## src/rtl/arith_pkg.sv

```systemverilog
// arith_pkg: shared state encoding and counter sizing for the shift-add/sub arithmetic units.
package arith_pkg;

    typedef enum logic [1:0] {
        IDLE = 2'd0,
        BUSY = 2'd1,
        ADD  = 2'd2
    } state_t;

    function automatic int cnt_w(input int w);
        return $clog2(w + 1);
    endfunction

endpackage

```

## src/rtl/mul_addshift.sv

```systemverilog
// mul_addshift: sequential unsigned a*b+c, radix-2 shift-add, one multiplier bit per clock.
module mul_addshift
    import arith_pkg::*;
#(
    parameter int DATA_W = 8
) (
    input  logic                  clk,
    input  logic                  rst,
    input  logic                  start,
    output logic                  done,
    input  logic [DATA_W-1:0]     multiplicand,
    input  logic [DATA_W-1:0]     multiplier,
    input  logic [DATA_W-1:0]     addend,
    output logic [2*DATA_W-1:0]   product
);

    localparam int CW = cnt_w(DATA_W);

    state_t                state_q, state_d;
    logic [CW-1:0]         cnt_q, cnt_d;
    logic [DATA_W-1:0]     a_q, a_d, c_q, c_d, lo_q, lo_d;
    logic [DATA_W:0]       hi_q, hi_d, add_x, add_y, sum;
    logic [2*DATA_W:0]     sh;
    logic [2*DATA_W-1:0]   product_q, product_d;
    logic                  done_q, done_d;

    assign done    = done_q;
    assign product = product_q;

    // One adder serves both phases: hi+a while iterating, lo+c in the ADD cycle.
    always_comb begin
        add_x     = (state_q == BUSY) ? hi_q : {1'b0, lo_q};
        add_y     = (state_q == BUSY) ? (lo_q[0] ? {1'b0, a_q} : '0) : {1'b0, c_q};
        sum       = add_x + add_y;
        sh        = {sum, lo_q} >> 1;
        state_d   = state_q;
        cnt_d     = cnt_q;
        a_d       = a_q;
        c_d       = c_q;
        hi_d      = hi_q;
        lo_d      = lo_q;
        product_d = product_q;
        done_d    = done_q;
        if (state_q == IDLE && start) begin
            a_d     = multiplicand;
            c_d     = addend;
            hi_d    = '0;
            lo_d    = multiplier;
            cnt_d   = '0;
            done_d  = 1'b0;
            state_d = BUSY;
        end else if (state_q == BUSY) begin
            hi_d    = sh[2*DATA_W:DATA_W];
            lo_d    = sh[DATA_W-1:0];
            cnt_d   = cnt_q + 1'b1;
            state_d = (cnt_q == CW'(DATA_W - 1)) ? ADD : BUSY;
        end else if (state_q == ADD) begin
            product_d = {hi_q[DATA_W-1:0] + DATA_W'(sum[DATA_W]), sum[DATA_W-1:0]};
            done_d    = 1'b1;
            state_d   = IDLE;
        end
    end

    always_ff @(posedge clk) begin
        if (rst) begin
            state_q   <= IDLE;
            cnt_q     <= '0;
            a_q       <= '0;
            c_q       <= '0;
            hi_q      <= '0;
            lo_q      <= '0;
            product_q <= '0;
            done_q    <= 1'b0;
        end else begin
            state_q   <= state_d;
            cnt_q     <= cnt_d;
            a_q       <= a_d;
            c_q       <= c_d;
            hi_q      <= hi_d;
            lo_q      <= lo_d;
            product_q <= product_d;
            done_q    <= done_d;
        end
    end

endmodule

```

## config.mk

```make
export PLATFORM = sky130hd
export DESIGN_NAME = mul_addshift
export DESIGN_NICKNAME = d
export VERILOG_FILES = /design/src/rtl/arith_pkg.sv /design/src/rtl/mul_addshift.sv
export SDC_FILE = /design/constraint.sdc
export NUM_CORES = 1
export LEC_CHECK = 0
export ABC_AREA = 1
export CORE_MARGIN = 2
export CORE_UTILIZATION = 68
export DETAILED_ROUTE_END_ITERATION = 10
export DONT_BUFFER_PORTS = 1
export GPL_TIMING_DRIVEN = 0
export HOLD_SLACK_MARGIN = 0.03
export PLACE_DENSITY = 0.84
export SYNTH_ARGS = -nofsm -noshare
export SYNTH_HDL_FRONTEND = slang
export SYNTH_SLANG_ARGS = --single-unit
```

## constraint.sdc

```tcl
create_clock -name clk -period 8.2 [get_ports clk]
set_clock_uncertainty 0.2 [all_clocks]
set_input_delay 1.64 -clock clk [delete_from_list [all_inputs] [get_ports clk]]
set_output_delay 1.64 -clock clk [all_outputs]
set_load 0.01 [all_outputs]
```

==> results.py <==
metrics = {
    "global_routing": {
        "antenna_found_initial": 0,
        "grt_pass1_vias": 2157,
        "grt_pass1_wl_um": 9830,
        "grt_max_degree": 16,
        "grt_use_total_pct": 28.5,
        "grt_overflow": 0,
    },
    "worst_setup_path": {
        "cp_num_buf_inv": 4,
        "crit_top_cell": "nand2_1",
        "r2r_cells": 22,
        "path_max_fanout": 10,
        "critical_path.startpoint": "state_q[1]",
        "critical_path_cell_count": 22,
        "rr_startpoint": "state_q[1]",
        "critPathLaunchType": "flip-flop",
        "path_cells": "inv_1, ha_1, buf_4, buf_4, nand3_1, nand2_1, ha_1, fa_1, nand3_1, nand2_1, nand2_1, nand2_1, nand2_1, nand2_1, ha_1, ha_1, nand3_1, nor2_1, nand2_1, nand3_1, nand2_1, inv_1",
        "critical_path_class": "flip-flop to flip-flop",
        "cpPeakStageDelay_ns": 0.41,
        "required_ns": 8.22,
        "crit_path_top_delay_cell": "fa_1",
        "endpoint_kind": "flip-flop",
        "critPathArrivalTime_ns": 3.41,
        "critPathTopFamily": "adder cells",
    },
    "finish": {
        "area_delta_synth_final_pct": 5.15,
        "nets": 449,
        "drive_gt1_share_pct": 6.88,
        "finalNonFillerCells": 457,
        "post-route-util_pct": 74.0,
        "insertedDiodeCount": 0,
        "multi_input_area_sq_um": 1410,
        "area.sequential_sq_um": 1100,
        "fillers": 336,
    },
    "cts": {
        "cts.sinks": 55,
        "cts.repair.resized": 0,
        "path_clk_slew_ns": 0.09,
        "htree_num_levels": 2,
        "root_buffer": "clkbuf_8",
        "cts_max_path_buffers": 2,
        "post_cts_buffers": 0,
        "cts_tree": "yes",
        "cts_hold_buffers": 0,
        "cts_buffers": 5,
        "clock_latency_ns": 0.31,
    },
    "floorplan": {
        "die-area_sq_um": 4640,
        "start_util_pct": 70.4,
        "num_io_pins": 44,
        "core-area_sq_um": 3970,
        "rows": 23,
        "die_h_um": 68.1,
        "die_width_um": 68.1,
    },
    "sta": {
        "period_needed_ns": 3.39,
        "worst_slew_pin_slew_ns": 0.427,
        "fmax_ghz": 0.295,
        "rsz0062_at_grt": "false",
        "hold_violations": 0,
        "finalSetupViolCount": 0,
        "fin_tns_setup_ns": 0,
        "holdWs_ns": 0.268,
        "finalCritPeriodShare_pct": 41.3,
        "drv_slew": 0,
        "maxSlewHeadroom_pct": 71.6,
    },
    "power": {
        "p_comb_share_pct": 34.1,
        "ir_drop_uv": 154,
        "power_leakage_uw": 0.00141,
        "power.share.clock_pct": 19.7,
        "total_power_uw": 739,
        "powerDensity_nw_per_um2": 251,
        "sequentialPowerShare_pct": 46.1,
        "switching_share_pct": 38.2,
        "intPower_uw": 456,
        "switchingPower_uw": 282,
    },
    "route": {
        "ant_nets": 0,
        "wl_um": 6100,
        "drc": 0,
        "wire_per_inst_um": 13.4,
        "drtPass1Iterations": 4,
        "vias_per_cell": 5.47,
        "vias": 2498,
        "drtIter0Drc": 211,
    },
    "yosys": {
        "yosysSeqAreaShare_pct": 39.4,
        "syn-instance-count": 399,
        "synthArstFlopShare_pct": 0,
        "ys_ff_latch": 55,
        "synth_edf_count": 0,
        "synth_area_sq_um": 2800,
        "synthFlopType": "dfxtp_1",
        "avgSynthCellArea_sq_um": 7.01,
        "synth_cell_type_count": 26,
        "ys_warn_count": 0,
        "syn-num-nets": 442,
    },
    "hold_path": {
        "worstHoldStart": "c_q[0]",
        "hold_depth": 2,
        "hold_class": "flip-flop to flip-flop",
    },
    "placed_design": {
        "gp_congestion": 0.868,
        "place_inst": 449,
        "io_buffer_count": 0,
        "hpwl_um": 4630,
    },
    "status": {
        "outcome": "finished clean",
    },
    "flow_run": {
        "drv_cap": 0,
    },
}
==> cell usage in the layout (no fill, tap or decap), drive strengths merged <==
master / n
nand2: 117
dfxtp: 55
inv: 48
nor2: 38
a21oi: 36
nand3: 30
o21ai: 18
ha: 15
buf: 15
clkbuf: 10
a311oi: 8
xor2: 6
nor3: 3
o211ai: 1
o31ai: 1
a31oi: 1
nand4: 1
or2: 1
and3: 1
fa: 1
clkinv: 1
==> path summary, 6_finish.rpt <==
path            endpoint  slack (ns)
max reg2reg  product[14]        4.81
max          product[14]        4.81
min               c_q[0]        0.27
min reg2reg       c_q[0]        0.27
==> Yosys cell counts (2+ instances only) <==
| cell type | instances | area share [%] |
|---|---|---|
| nand2_1 | 116 | 16 |
| xor2_1 | 6 | 1.9 |
| buf_4 | 7 | 1.9 |
| dfxtp_1 | 55 | 39 |
| inv_2 | 2 | 0.27 |
| ha_1 | 15 | 6.7 |
| a21oi_1 | 36 | 6.4 |
| clkbuf_1 | 3 | 0.40 |
| buf_2 | 8 | 1.4 |
| inv_1 | 45 | 6.0 |
| nor3_1 | 3 | 0.54 |
| nor2_1 | 37 | 5.0 |
| a311oi_1 | 8 | 2.5 |
| nand3_1 | 29 | 5.2 |
| o21ai_0 | 18 | 3.2 |
==> routing by layer <==
| metal | GRT usage (%) | share of wire (%) |
|---|---|---|
| met1 | 38.6 | 47 |
| met2 | 45.5 | 45 |
| met3 | 6.74 | 7.2 |
| met4 | 7.75 | 1.4 |
| met5 | 0 | 0 |
==> layout make-up <==
type                            instances  area share [%]
Multi-Input combinational cell        278            47.9
Sequential cell                        55            37.5
Inverter                               48            6.22
Buffer                                 18            3.53
Clock buffer                            7            2.60
Tap cell                               50            2.13
Clock inverter                          1           0.170
==> worst reg2reg max path, stage by stage (launching register included) <==
cell and delay, ns:
dfxtp_1 0.37, inv_1 0.08, ha_1 0.23, buf_4 0.19
buf_4 0.17, nand3_1 0.07, nand2_1 0.06, ha_1 0.21
fa_1 0.41, nand3_1 0.11, nand2_1 0.08, nand2_1 0.09
nand2_1 0.07, nand2_1 0.08, nand2_1 0.06, ha_1 0.21
ha_1 0.22, nand3_1 0.11, nor2_1 0.04, nand2_1 0.05
nand3_1 0.08, nand2_1 0.07, inv_1 0.03
==> per-stage QoR <==
stage	worst slack [ns]	instance area (sq um)
finish	4.81	2940
global route	4.53	2940
CTS	4.82	2940
detailed placement	4.87	2860
global placement	4.92	2860
floorplan	5.14	2800
==> kinds of logic after synthesis <==
family                     share of synthesized area (%)
AOI/OAI and AO/OA                                   12.9
buffers and inverters                               10.3
xor gates and xnor gates                            1.88
DFF                                                 39.4
and+or+nand+nor                                     28.1
adders and majority gates                           7.43
==> power groups by stage <==
stage,Sequential [uW],Combinational (uW),Clock (uW)
floorplan,340,192,0
global placement,345,240,0
detailed placement,346,248,0
CTS,340,249,146
global route,347,286,157
finish,341,252,146
==> flip-flops by register name (all words and copies together) (netlist names) <==
register / flops
state_q: 2
lo_q: 8
product: 16
done: 1
c_q: 8
cnt_q: 4
hi_q: 8
a_q: 8
Note: power is estimated with default switching activity, not from simulation.
